File: src/rtl/rv32_muldiv_wb_arbiter.sv
// Writeback-slot arbiter for the out-of-band mul/div unit: buffers completions in a
// small FIFO and injects them into free writeback slots, stealing one when the head starves.
module rv32_muldiv_wb_arbiter #(
    parameter int DEPTH      = 2,
    parameter int STARVE_MAX = 8
) (
    input  logic                       clk_i,
    input  logic                       rst_i,
    input  logic                       pipe_valid_i,
    input  logic                       pipe_reg_write_i,
    input  logic [1:0]                 pipe_result_source_i,
    input  logic                       md_valid_i,
    output logic                       md_ready_o,
    input  logic [31:0]                md_instr_i,
    input  logic [31:0]                md_result_i,
    output logic                       instr_source_o,
    output logic [1:0]                 result_source_o,
    output logic [31:0]                muldiv_instr_o,
    output logic [31:0]                mul_div_result_o,
    output logic                       reg_write_o,
    output logic                       stall_o,
    output logic [$clog2(DEPTH):0]     pending_o
);

    localparam int AW = $clog2(DEPTH);
    localparam int CW = AW + 1;
    localparam int WW = $clog2(STARVE_MAX + 1);
    localparam logic [CW-1:0] FULL_CNT = CW'(DEPTH);
    localparam logic [WW-1:0] WAIT_LIM = WW'(STARVE_MAX);

    logic [31:0]   instr_mem  [DEPTH];
    logic [31:0]   result_mem [DEPTH];
    logic [AW-1:0] wr_ptr;
    logic [AW-1:0] rd_ptr;
    logic [CW-1:0] count;
    logic [WW-1:0] wait_cnt;

    logic slot_busy;
    logic not_empty;
    logic push;
    logic pop;
    logic stall;

    assign slot_busy  = pipe_valid_i && pipe_reg_write_i;
    assign not_empty  = (count != '0);
    // Acceptance deliberately ignores a same-cycle pop to keep md_ready off the pipeline path.
    assign md_ready_o = (count != FULL_CNT);
    assign push       = md_valid_i && md_ready_o;
    assign stall      = not_empty && slot_busy && (wait_cnt == WAIT_LIM);
    assign pop        = not_empty && (!slot_busy || stall);

    assign stall_o          = stall;
    assign pending_o        = count;
    assign muldiv_instr_o   = instr_mem[rd_ptr];
    assign mul_div_result_o = result_mem[rd_ptr];

    always_comb begin
        instr_source_o  = 1'b0;
        result_source_o = pipe_result_source_i;
        reg_write_o     = slot_busy;
        if (pop) begin
            instr_source_o  = 1'b1;
            result_source_o = 2'b11;
            reg_write_o     = 1'b1;
        end
    end

    // Storage needs no reset: entries are only visible once count covers them.
    always_ff @(posedge clk_i) begin
        if (push) begin
            instr_mem[wr_ptr]  <= md_instr_i;
            result_mem[wr_ptr] <= md_result_i;
        end
    end

    always_ff @(posedge clk_i or posedge rst_i) begin
        if (rst_i) begin
            wr_ptr   <= '0;
            rd_ptr   <= '0;
            count    <= '0;
            wait_cnt <= '0;
        end else begin
            if (push) begin
                wr_ptr <= wr_ptr + AW'(1);
            end
            if (pop) begin
                rd_ptr <= rd_ptr + AW'(1);
            end
            case ({push, pop})
                2'b10:   count <= count + CW'(1);
                2'b01:   count <= count - CW'(1);
                default: count <= count;
            endcase
            if (pop || !not_empty) begin
                wait_cnt <= '0;
            end else if (wait_cnt != WAIT_LIM) begin
                wait_cnt <= wait_cnt + WW'(1);
            end
        end
    end

endmodule

File: config.mk
export PLATFORM = sky130hd
export DESIGN_NAME = rv32_muldiv_wb_arbiter
export DESIGN_NICKNAME = d
export VERILOG_FILES = /design/src/rtl/rv32_muldiv_wb_arbiter.sv
export SDC_FILE = /design/constraint.sdc
export NUM_CORES = 1
export LEC_CHECK = 0
export CAP_MARGIN = 20
export CELL_PAD_IN_SITES_DETAIL_PLACEMENT = 1
export CELL_PAD_IN_SITES_GLOBAL_PLACEMENT = 2
export CORE_MARGIN = 2
export CORE_UTILIZATION = 37
export DETAILED_ROUTE_END_ITERATION = 16
export PLACE_DENSITY = 0.95
export SYNTH_ARGS = -nofsm -noshare
export SYNTH_HDL_FRONTEND = slang
export SYNTH_SLANG_ARGS = --single-unit
File: constraint.sdc
create_clock -name clk_i -period 11.42 [get_ports clk_i]
set_input_delay 2.284 -clock clk_i [delete_from_list [all_inputs] [get_ports clk_i]]
set_output_delay 2.284 -clock clk_i [all_outputs]
set_load 0.02 [all_outputs]
# After elaboration in Yosys (flattened, before gate mapping)
# Memories as Yosys holds them, arrays and structs flattened.
# Index checks and enable logic that the tools add are counted.
# word_totals
latch_bits	0
ramBits	128
rom_bits	0
regBits	8
inputBits	71
mem_count	2
out_inout_bits	72
# classes
n_addsub	5
mux	8
n_mul	0
n_div	0
magnitude_cmp	0
n_eq_ne	5
shift	0
reduce_logical	12
bitwise	0
# memory_table
memory	depth	width	rd	rd_clocked_by_memory_dff	wr	line	text
instr_mem	2	32	1	0	1	31	logic [31:0] instr_mem [DEPTH];
result_mem	2	32	1	0	1	32	logic [31:0] result_mem [DEPTH];
# ops
cell	n
$mux W4	2
$reduce_bool A2 Y1	3
$logic_and A1 B1 Y1	5
$add A4 B1 Y4 const B	1
$eq A4 B4 Y1 const B	1
$mux W1	4
$ne A4 B4 Y1 const B	1
$pmux W2 S2	1
$add A1 B1 Y1 const B	2
$add A2 B1 Y2 const B	1
$eq A2 B1 Y1 const B	1
$eq A2 B2 Y1 const B	1
$logic_not A1 Y1	2
$logic_or A1 B1 Y1	2
$mux W2	1
$ne A2 B2 Y1 const B	1
$sub A2 B1 Y2 const B	1

# Depth between registers and ports, before layout
# Gate-level depths: netlist of the first run.
# logic_depth
word_depth	7
mapped_depth	8
mapped_depth_nobuf	8

# Worst setup path before layout of the first run
# No wires, ideal clock.
# synth_timing
path_kind	input to register
startpoint	input port md_valid_i
endpoint	memory instr_mem[0][0] (enable)
cell_stages	2
n_path_buf	0
arrival_ps	5061
required_time_ps	10934
setup_time_ps	486
setup_slack_ps	5873
path_cell_list	nand2_1 -> nor2_1
# synth_via
elab_chain_len	3
# synth_rtl
element	line	text
start, declared	12	input logic md_valid_i,
$logic_and A1 B1 Y1	48	assign push = md_valid_i && md_ready_o;
$mux W1	70	if (push) begin
$mux W1 (implied by the code)	71	instr_mem[wr_ptr] <= md_instr_i;
end, declared	31	
# Every way passes these cells.

# Worst setup path after layout of the first run
# layout_timing
startpoint	input port pipe_valid_i
endpoint	output port result_source_o[1]
# layout_via
elab_chain_len	6
# layout_rtl
element	line	text
start, declared	9	input logic pipe_valid_i,
$logic_and A1 B1 Y1 *	44	assign slot_busy = pipe_valid_i && pipe_reg_write_i;
$logic_and A1 B1 Y1 (2 in a row)	49	assign stall = not_empty && slot_busy && (wait_cnt == WAIT_LIM);
$logic_or A1 B1 Y1 *	50	assign pop = not_empty && (!slot_busy || stall);
$logic_and A1 B1 Y1 *	50	
$mux W2 *	61	if (pop) begin
end, declared	17	output logic [1:0] result_source_o,
# Every way passes the cells marked *; elsewhere a longest branch is shown, timed or not.

==> reports/results.tsv, run 1 <==
stage	metric	value	unit
run_status	status	completed	
drt	DR DRC count	0	
worst_setup_path	Data arrival, critical path	3.79	ns
worst_setup_path	Crit path required time	9.14	ns
floorplanning	num rows	42	
clocking	clk_lat worst skew	0.41	ns
global_route	initial antenna violation count	0	
synth	Netlist Area Pre-Place	5040	um2
clocking	# Post-CTS Setup Buffers	0	
floorplanning	die area	14600	um2
sta	worst setup margin	5.35	ns
drt	vias	2679	
placement	IO Port Bufs	142	
global_route	GRT Residual Overflow	0	
min_path	Hold Path Class	reg2reg	
drt	post-route ant nets	0	
worst_setup_path	startpoint types	input port	
sta	Slew Viols, Final	0	
synth	Cells after Synth	240	
synth	Synth Warn #	0	
sta	Final Skew	0.00468	ns
worst_setup_path	cell family with most CP delay	buffers and inverters	
floorplanning	Die Width	121	um
placement	Setup WS pre-CTS	5.34	ns
drt	total wire length	10400	um
min_path	Hold Crit Depth	1	
clocking	root buf cell	clkbuf_16	
sta	Final min period	6.07	ns
drt	TritonRoute pass-1 iters	4	
worst_setup_path	CP Capture Type	output port	
synth	post-synthesis register bit count	136	
clocking	H-Tree Depth	4	
sta	measured slew at the worst slew-check pin	0.884	ns
placement	GP Congestion	0.676	
synth	Avg Cell Area, Syn	21.0	um2
clocking	clk sinks	136	
floorplanning	Initial Util	0.379	
global_route	vias in the first global route	3009	
floorplanning	Die Y	121	um
sta	Fin. Hold Viols	0	
layout	share of post-route cells with drive strength above 1	0.256	
worst_setup_path	Crit path largest cell delay	0.54	ns
floorplanning	Top-Level Pins	143	
layout	fin nets	471	
worst_setup_path	worst reg2reg path depth	4	
power	Pwr Total	1.98	mW
clocking	maximum clock path buffer count	2	
layout	number of diodes	0	
sta	final worst path period share	0.532	
clocking	CTS tree	done	
sta	# setup viols final	0	
worst_setup_path	critical path's slowest cell	clkdlybuf4s50_1	
synth	synth unique cells	20	
global_route	Total GRT Usage	0.154	
power	worst IR drop on VDD	0.126	mV
layout	commonest non-fill, non-tap cells in the layout	142 x clkdlybuf4s50_1, 128 x edfxtp_1, 64 x mux2_2	
sta	unrepaired setup endpoints after global routing	no	
synth	sequential element share of the synthesized area	0.802	
sta	max frequency	0.165	GHz
sta	Slew headroom	0.409	
worst_setup_path	Crit path top cell by count	clkdlybuf4s50_1	
sta	Setup TNS	0	ns
power	Leak Pwr	2.50	nW
worst_setup_path	Worst Path Buf+Inv	2	
worst_setup_path	Crit path depth	4	
clocking	register clock-pin slew on the reported worst setup and hold paths	0.05	ns
power	Pwr Density	271	nW/um2
drt	WL/cell	17.7	um
layout	leading cell type in the layout, fill and taps excluded	clkdlybuf4s50_1	
clocking	CTS Buf Count	17	
worst_setup_path	CP Max Fanout	5	
floorplanning	area of the core	13300	um2
synth	post-synth net total	314	
placement	DP HPWL	6680	um
global_route	largest net degree at the start of global routing	64	
clocking	post-cts sizing count	0	
clocking	Post-CTS Hold Fix Bufs	0	
worst_setup_path	CP Cell Sequence	clkdlybuf4s50_1 -> a31oi_4 -> or2_2 -> clkdlybuf4s50_1	
drt	routed vias/inst	4.57	
worst_setup_path	critical path class	in2out	
run	Max-Cap Viols	0	
layout	Area Overhead vs Synth	44.8	%
global_route	first-pass GRT wire length	16400	um
drt	Initial DRC Count	99	
per-stage QoR:
step,std cells,hold slack (ns),cell area [um2],util
floorplan,240,0.448,5040,-
global placement,554,0.467,6670,0.502
detailed placement,554,0.489,6670,0.502
CTS,586,0.502,7310,0.550
global route,586,0.525,7310,0.550
finish,586,0.490,7310,0.550
Yosys cell counts:
cell | number | share of area
nand3b_2 | 1 | 0.0022
nand2_1 | 3 | 0.0022
nand3_1 | 1 | 0.00099
inv_1 | 4 | 0.0030
xnor2_1 | 4 | 0.0069
mux2_2 | 64 | 0.14
dfrtp_1 | 8 | 0.040
a31oi_4 | 1 | 0.0042
and3_1 | 1 | 0.0012
nor2_1 | 6 | 0.0045
nor3_1 | 1 | 0.00099
buf_4 | 5 | 0.0074
nor2_2 | 1 | 0.0012
or2_2 | 2 | 0.0025
xor2_1 | 3 | 0.0052
or3b_4 | 1 | 0.0022
buf_2 | 2 | 0.0020
ha_1 | 3 | 0.0074
nand2b_1 | 1 | 0.0012
edfxtp_1 | 128 | 0.76
cells by family (layout without fill, tap and decap cells):
family | Yosys count | after routing | share of synthesized area
xor gates and xnor gates | 7 | 7 | 0.0122
adders and majority gates | 3 | 3 | 0.00744
and+or+nand+nor | 18 | 18 | 0.0193
muxes | 64 | 64 | 0.143
AOI/OAI and AO/OA | 1 | 1 | 0.00422
DFF | 136 | 136 | 0.802
buffers and inverters | 11 | 181 | 0.0124
layer usage:
metal  up-vias  track usage  routed length (um)
met2        90        0.268                5580
met4         0       0.0480                  50
met5         -            0                   0
li1       1251            -                   -
met1      1333        0.174                4090
met3         5       0.0604                 658
flip-flops by register name, summed over array words and instances (netlist names):
register and flops:
instr_mem 64, pending_o 2, rd_ptr 1, result_mem 64, wait_cnt 4, wr_ptr 1
where the power goes:
part	internal (mW)	switching [mW]
clock network	0.386	0.195
registers	0.679	0.0324
logic	0.332	0.353
total	1.40	0.580
path summary, 6_finish.rpt:
| kind | slack [ns] | end | from |
|---|---|---|---|
| min | 0.49 | wait_cnt[0]$_DFFE_PP0P_ | wait_cnt[0]$_DFFE_PP0P_ |
| min reg2reg | 0.49 | wait_cnt[0]$_DFFE_PP0P_ | wait_cnt[0]$_DFFE_PP0P_ |
| max in group asynchronous | 9.04 | rd_ptr$_DFFE_PP0P_ | rst_i |
| max | 5.35 | result_source_o[1] | pipe_valid_i |
| min in group asynchronous | 2.12 | rd_ptr$_DFFE_PP0P_ | rst_i |
| max reg2reg | 8.97 | instr_mem[0][4]$_DFFE_PP_ | pending_o[0]$_DFFE_PP0P_ |
final cells by class:
type / instances / area, um2
Clock buffer: 19 / 433
Clock inverter: 13 / 203
Timing Repair Buffer: 145 / 1440
Sequential cell: 136 / 4050
Fill cell: 1214 / 5990
Tap cell: 176 / 220
Inverter: 4 / 15.0
Multi-Input combinational cell: 93 / 947
Note: power is estimated with default switching activity, not from simulation.
==> run 2, diff against run 1 <==
--- a/config.mk
+++ b/config.mk
@@ -9,9 +9,9 @@
 export CELL_PAD_IN_SITES_DETAIL_PLACEMENT = 1
 export CELL_PAD_IN_SITES_GLOBAL_PLACEMENT = 2
 export CORE_MARGIN = 2
-export CORE_UTILIZATION = 37
+export CORE_UTILIZATION = 31
 export DETAILED_ROUTE_END_ITERATION = 16
-export PLACE_DENSITY = 0.95
+export PLACE_DENSITY = 0.86
 export SYNTH_ARGS = -nofsm -noshare
 export SYNTH_HDL_FRONTEND = slang
 export SYNTH_SLANG_ARGS = --single-unit
==> constraint.sdc (replaced) <==
create_clock -name clk_i -period 5.2 [get_ports clk_i]
set_input_delay 1.04 -clock clk_i [delete_from_list [all_inputs] [get_ports clk_i]]
set_output_delay 1.04 -clock clk_i [all_outputs]
set_load 0.02 [all_outputs]
==> run 2 against run 1 <==
- wire length grew 1.7%
- first-iteration DRC count grew 78%
- die area grew 19%
- hold slack gained 0.015 ns
- sequential power grew 130%
- setup slack lost 3.7 ns
- power grew 120%
- largest power group unchanged
- highest routed layer is now met5
==> reports/results.tsv, run 2 (synthesis results as in run 1) <==
stage	metric	value	unit	change
run_status	status	completed		
clocking	clk_lat worst skew	0.41	ns	about the same
power	worst IR drop on VDD	0.320	mV	+160%
clocking	post-cts sizing count	0		unchanged
sta	max frequency	0.280	GHz	
sta	Final min period	3.57	ns	
sta	Slew headroom	0.346		-0.0632
floorplanning	Initial Util	0.318		-0.0619
clocking	# Post-CTS Setup Buffers	0		unchanged
drt	Initial DRC Count	176		+78%
power	Sequential Power Share	0.381		+0.021
clocking	Post-CTS Hold Fix Bufs	0		unchanged
min_path	Hold Path Class	reg2reg		
floorplanning	Die Y	132	um	+8.9%
sta	final worst path period share	0.686		
worst_setup_path	Crit path required time	4.16	ns	-4.98 ns
drt	routed vias/inst	4.37		-4.4%
floorplanning	Die Width	132	um	+8.9%
layout	share of post-route cells with drive strength above 1	0.252		-0.00426
global_route	vias in the first global route	3195		+6.2%
layout	commonest non-fill, non-tap cells in the layout	142 x clkdlybuf4s50_1, 128 x edfxtp_1, 64 x mux2_2		
global_route	initial antenna violation count	1		+1
power	Comb power frac	0.322		-0.025
sta	Final Skew	0.00612	ns	+0.00143 ns
worst_setup_path	critical path's slowest cell	clkdlybuf4s50_1		
clocking	maximum clock path buffer count	2		unchanged
sta	Slew Viols, Final	0		unchanged
power	cell-internal power	3.07	mW	+120%
worst_setup_path	Crit path top cell by count	clkdlybuf4s50_1		
placement	GP Congestion	0.660		-2.3%
power	Sw Share	0.296		+0.00287
clocking	H-Tree Depth	4		unchanged
power	Leak Pwr	2.51	nW	+0.17%
worst_setup_path	Data arrival, critical path	2.53	ns	-1.26 ns
placement	IO Port Bufs	142		unchanged
layout	Fillers	1542		+27%
power	Pwr Density	593	nW/um2	+120%
layout	fin nets	470		-0.21%
drt	total wire length	10600	um	+1.7%
clocking	root buf cell	clkbuf_16		
layout	leading cell type in the layout, fill and taps excluded	clkdlybuf4s50_1		
floorplanning	die area	17300	um2	+19%
layout	number of diodes	0		unchanged
worst_setup_path	critical path class	in2out		
global_route	first-pass GRT wire length	17200	um	+4.5%
drt	post-route ant nets	0		unchanged
run	Max-Cap Viols	0		unchanged
power	Pwr Total	4.36	mW	+120%
layout	multi-input logic area	951	um2	+0.40%
floorplanning	area of the core	15900	um2	+19%
clocking	register clock-pin slew on the reported worst setup and hold paths	0.06	ns	about the same
sta	measured slew at the worst slew-check pin	0.981	ns	+0.0969 ns
clocking	CTS tree	done		
worst_setup_path	CP Cell Sequence	clkdlybuf4s50_1 -> a31oi_4 -> or2_2 -> clkdlybuf4s50_1		
clocking	clk sinks	136		unchanged
global_route	largest net degree at the start of global routing	66		+3.1%
layout	Top Registers	instr_mem (64), result_mem (64), wait_cnt (4)		
floorplanning	Top-Level Pins	143		unchanged
worst_setup_path	CP Max Fanout	5		unchanged
drt	WL/cell	16.9	um	-4.6%
worst_setup_path	CP Capture Type	output port		
layout	Area Overhead vs Synth	45.8	%	
clocking	CTS Buf Count	17		unchanged
worst_setup_path	startpoint types	input port		
drt	vias	2733		+2.0%
sta	Setup TNS	0	ns	unchanged
global_route	GRT Residual Overflow	0		unchanged
placement	DP HPWL	6910	um	+3.4%
power	Clk pwr share	0.296		+0.002
sta	unrepaired setup endpoints after global routing	no		
worst_setup_path	Crit path largest cell delay	0.55	ns	about the same
drt	DR DRC count	0		unchanged
drt	TritonRoute pass-1 iters	4		unchanged
global_route	Total GRT Usage	0.130		-0.0237
sta	# setup viols final	0		unchanged
worst_setup_path	Worst Path Buf+Inv	2		unchanged
layout	Reg area	4050	um2	about the same
floorplanning	num rows	46		+9.5%
sta	Fin. Hold Viols	0		unchanged
power	Net Switching	1.29	mW	+120%
worst_setup_path	cell family with most CP delay	buffers and inverters		
[run 2: per-layer routing]
metal	vias up	routed length (um)	track usage
met1	1373	4160	0.142
met3	17	687	0.0540
li1	1244	-	-
met2	97	5540	0.225
met5	-	16	0
met4	2	159	0.0513
[run 2: final timing paths]
path	depth (start not counted)	end	start	slack (ns)
setup / recovery	4	result_source_o[0]	pipe_reg_write_i	1.63
hold / removal	1	wait_cnt[0]$_DFFE_PP0P_	wait_cnt[0]$_DFFE_PP0P_	0.50
setup reg to reg	4	instr_mem[0][29]$_DFFE_PP_	pending_o[0]$_DFFE_PP0P_	3.09
hold reg to reg	1	wait_cnt[0]$_DFFE_PP0P_	wait_cnt[0]$_DFFE_PP0P_	0.50
max in group asynchronous	2	rd_ptr$_DFFE_PP0P_	rst_i	4.06
min in group asynchronous	2	pending_o[0]$_DFFE_PP0P_	rst_i	0.88
[run 2: power by group through the flow]
stage	registers, mW	logic [mW]	clock network, mW
after global placement	1.67	1.41	0
after global routing	1.70	1.49	1.37
after CTS	1.67	1.44	1.32
after detailed placement	1.69	1.43	0
final	1.66	1.40	1.29
after floorplan	1.58	0.869	0
[run 2: worst register-to-register path, stage by stage (launching register included)]
cell and delay [ns]:
dfrtp_1 0.47, nand2b_1 0.20, nand2_1 0.17, nor2_4 0.45, buf_4 0.46
[run 2: layout make-up]
class | instances | area share
well taps | 216 | 0.0367
repair buffers | 144 | 0.195
clock inverters | 13 | 0.0274
clock buffers | 19 | 0.0589
multi-input cells | 93 | 0.129
flip-flops and latches | 136 | 0.550
inverters | 4 | 0.00204
[run 2: per-stage QoR]
| step | cells | instance area (um2) | utilization | setup WS [ns] | hold WS (ns) |
|---|---|---|---|---|---|
| 2_1_floorplan | 240 | 5040 | - | 0.897 | 0.448 |
| 3_3_place_gp | 593 | 6720 | 0.423 | 1.65 | 0.458 |
| 3_5_place_dp | 593 | 6720 | 0.423 | 1.64 | 0.491 |
| 4_1_cts | 625 | 7350 | 0.463 | 1.63 | 0.499 |
| 5_1_grt | 625 | 7350 | 0.463 | 1.58 | 0.523 |
| 6_report | 625 | 7350 | 0.463 | 1.63 | 0.505 |
==> run 3, diff against run 2 <==
==> constraint.sdc (replaced) <==
create_clock -name clk_i -period 3 [get_ports clk_i]
set_input_delay 0.6 -clock clk_i [delete_from_list [all_inputs] [get_ports clk_i]]
set_output_delay 0.6 -clock clk_i [all_outputs]
set_load 0.02 [all_outputs]
==> run 3 against run 2 <==
- via count fell by 0.70%
- register-to-register slack lost 1.8 ns
- die area stayed put
- largest cell class unchanged
==> reports/results.tsv, run 3 (synthesis results as in run 1) <==
stage	metric	value	unit	change
run_status	status	completed		
floorplanning	Die Y	132	um	unchanged
worst_setup_path	startpoint types	register		
floorplanning	Top-Level Pins	143		unchanged
sta	Setup TNS	0	ns	unchanged
worst_setup_path	FF-to-FF Start	pending_o[0]$_DFFE_PP0P_		
drt	total wire length	10800	um	+2.4%
drt	vias	2714		-0.70%
layout	fin nets	473		+0.64%
sta	Fin. Hold Viols	0		unchanged
sta	max frequency	0.355	GHz	
clocking	CTS Buf Count	17		unchanged
clocking	root buf cell	clkbuf_16		
global_route	largest net degree at the start of global routing	65		-1.5%
power	cell-internal power	5.17	mW	+68%
placement	DP HPWL	7060	um	+2.3%
layout	Area Overhead vs Synth	45.5	%	
sta	Final Skew	0.00590	ns	-0.000213 ns
drt	post-route ant nets	0		unchanged
power	Net Switching	2.25	mW	+74%
floorplanning	Die Width	132	um	unchanged
drt	Initial DRC Count	119		-32%
floorplanning	die area	17300	um2	unchanged
worst_setup_path	cell family with most CP delay	buffers and inverters		
worst_setup_path	critical path class	reg2out		
sta	Slew headroom	0.661		+0.315
layout	commonest non-fill, non-tap cells in the layout	142 x clkdlybuf4s50_1, 128 x edfxtp_1, 64 x mux2_2		
worst_setup_path	CP Capture Type	output port		
global_route	initial antenna violation count	0		-1
sta	hold_ws	0.447	ns	-0.0576 ns
layout	share of post-route cells with drive strength above 1	0.262		+0.0103
power	Sw Share	0.303		+0.00682
drt	WL/cell	17.2	um	+1.9%
floorplanning	Initial Util	0.318		unchanged
run	Max-Cap Viols	0		unchanged
clocking	Post-CTS Hold Fix Bufs	0		unchanged
layout	Post-Layout Cell Count	628		+0.48%
layout	leading cell type in the layout, fill and taps excluded	clkdlybuf4s50_1		
sta	# setup viols final	0		unchanged
placement	GP Congestion	0.660		about the same
floorplanning	num rows	46		unchanged
drt	DR DRC count	0		unchanged
drt	TritonRoute pass-1 iters	4		unchanged
worst_setup_path	worst reg2reg path depth	4		unchanged
worst_setup_path	Crit Reg-Reg Endpoint	instr_mem[0][2]$_DFFE_PP_		
clocking	post-cts sizing count	0		unchanged
clocking	register clock-pin slew on the reported worst setup and hold paths	0.06	ns	about the same
power	Pwr Total	7.41	mW	+70%
worst_setup_path	Data arrival, critical path	2.22	ns	-0.31 ns
global_route	vias in the first global route	3186		-0.28%
sta	measured slew at the worst slew-check pin	0.508	ns	-0.473 ns
drt	routed vias/inst	4.32		-1.2%
clocking	# Post-CTS Setup Buffers	0		unchanged
worst_setup_path	critical path's slowest cell	clkdlybuf4s50_1		
power	Clk pwr share	0.277		-0.019
worst_setup_path	CP Cell Sequence	inv_1 -> ha_1 -> nand3b_2 -> a31oi_4 -> or2_2 -> clkdlybuf4s50_1		
layout	number of diodes	0		unchanged
power	worst IR drop on VDD	0.444	mV	+38%
worst_setup_path	Crit path largest cell delay	0.60	ns	+0.05 ns
clocking	maximum clock path buffer count	2		unchanged
placement	Cell Count Post-Placement	596		+0.51%
global_route	first-pass GRT wire length	17300	um	+0.96%
worst_setup_path	Crit path required time	2.40	ns	-1.76 ns
clocking	clk sinks	136		unchanged
power	Sequential Power Share	0.364		-0.017
global_route	Total GRT Usage	0.132		+0.00127
sta	unrepaired setup endpoints after global routing	no		
global_route	GRT Residual Overflow	0		unchanged
power	Comb power frac	0.359		+0.037
power	Leak Pwr	2.50	nW	-0.37%
clocking	CTS tree	done		
layout	Top Registers	instr_mem (64), result_mem (64), wait_cnt (4)		
clocking	H-Tree Depth	4		unchanged
worst_setup_path	Worst Path Buf+Inv	2		unchanged
sta	final worst path period share	0.940		
clocking	clk_lat worst skew	0.41	ns	about the same
worst_setup_path	FF-to-FF setup slack	1.24	ns	-1.85 ns
min_path	Hold Path Class	in2async		
sta	Slew Viols, Final	0		unchanged
worst_setup_path	CP Max Fanout	5		unchanged
placement	IO Port Bufs	142		unchanged
floorplanning	area of the core	15900	um2	unchanged
power	Pwr Density	1010	nW/um2	+70%
sta	Final min period	2.82	ns	
==> run 3: through the flow <==
step | worst slack [ns] | util | instance area [um2]
2_1_floorplan | 0.150 | - | 5050
4_1_cts | 0.116 | 0.462 | 7340
3_3_place_gp | 0.333 | 0.425 | 6750
5_1_grt | 0.0592 | 0.462 | 7340
6_report | 0.181 | 0.462 | 7340
3_5_place_dp | 0.302 | 0.425 | 6750
==> run 3: layout make-up <==
cell class                      count  area (um2)
Clock buffer                       18         429
Timing Repair Buffer              147        1470
Multi-Input combinational cell     93         951
Fill cell                        1556        8550
Inverter                            4        15.0
Tap cell                          216         270
Sequential cell                   136        4050
Clock inverter                     14         158
==> run 3: worst max path at each step <==
stage / to / start / slack, ns / cells after the start
2_1_floorplan: instr_mem[1][0]$_DFFE_PP_ / pending_o[0]$_DFFE_PP0P_ / 0.15 / 2
3_3_place_gp: result_source_o[1] / pipe_valid_i / 0.33 / 4
3_5_place_dp: result_source_o[1] / pipe_valid_i / 0.30 / 4
4_1_cts: result_source_o[1] / wait_cnt[0]$_DFFE_PP0P_ / 0.12 / 6
5_1_grt: result_source_o[1] / wait_cnt[0]$_DFFE_PP0P_ / 0.06 / 6
6_report: result_source_o[1] / wait_cnt[0]$_DFFE_PP0P_ / 0.18 / 6
==> run 3: metal layers <==
metal | part of all wire | global-route usage | vias to the layer above
met5 | 0 | 0 | -
li1 | - | - | 1244
met1 | 0.42 | 0.154 | 1360
met3 | 0.052 | 0.0482 | 13
met2 | 0.51 | 0.226 | 97
met4 | 0.014 | 0.0405 | 0
==> run 3: power groups by stage <==
| stage | clock [mW] | sequential (mW) | combinational, mW |
|---|---|---|---|
| 2_1_floorplan | 0 | 2.73 | 1.51 |
| 3_3_place_gp | 0 | 2.71 | 2.68 |
| 3_5_place_dp | 0 | 2.74 | 2.71 |
| 4_1_cts | 2.11 | 2.71 | 2.72 |
| 5_1_grt | 2.20 | 2.74 | 2.83 |
| 6_report | 2.05 | 2.70 | 2.66 |
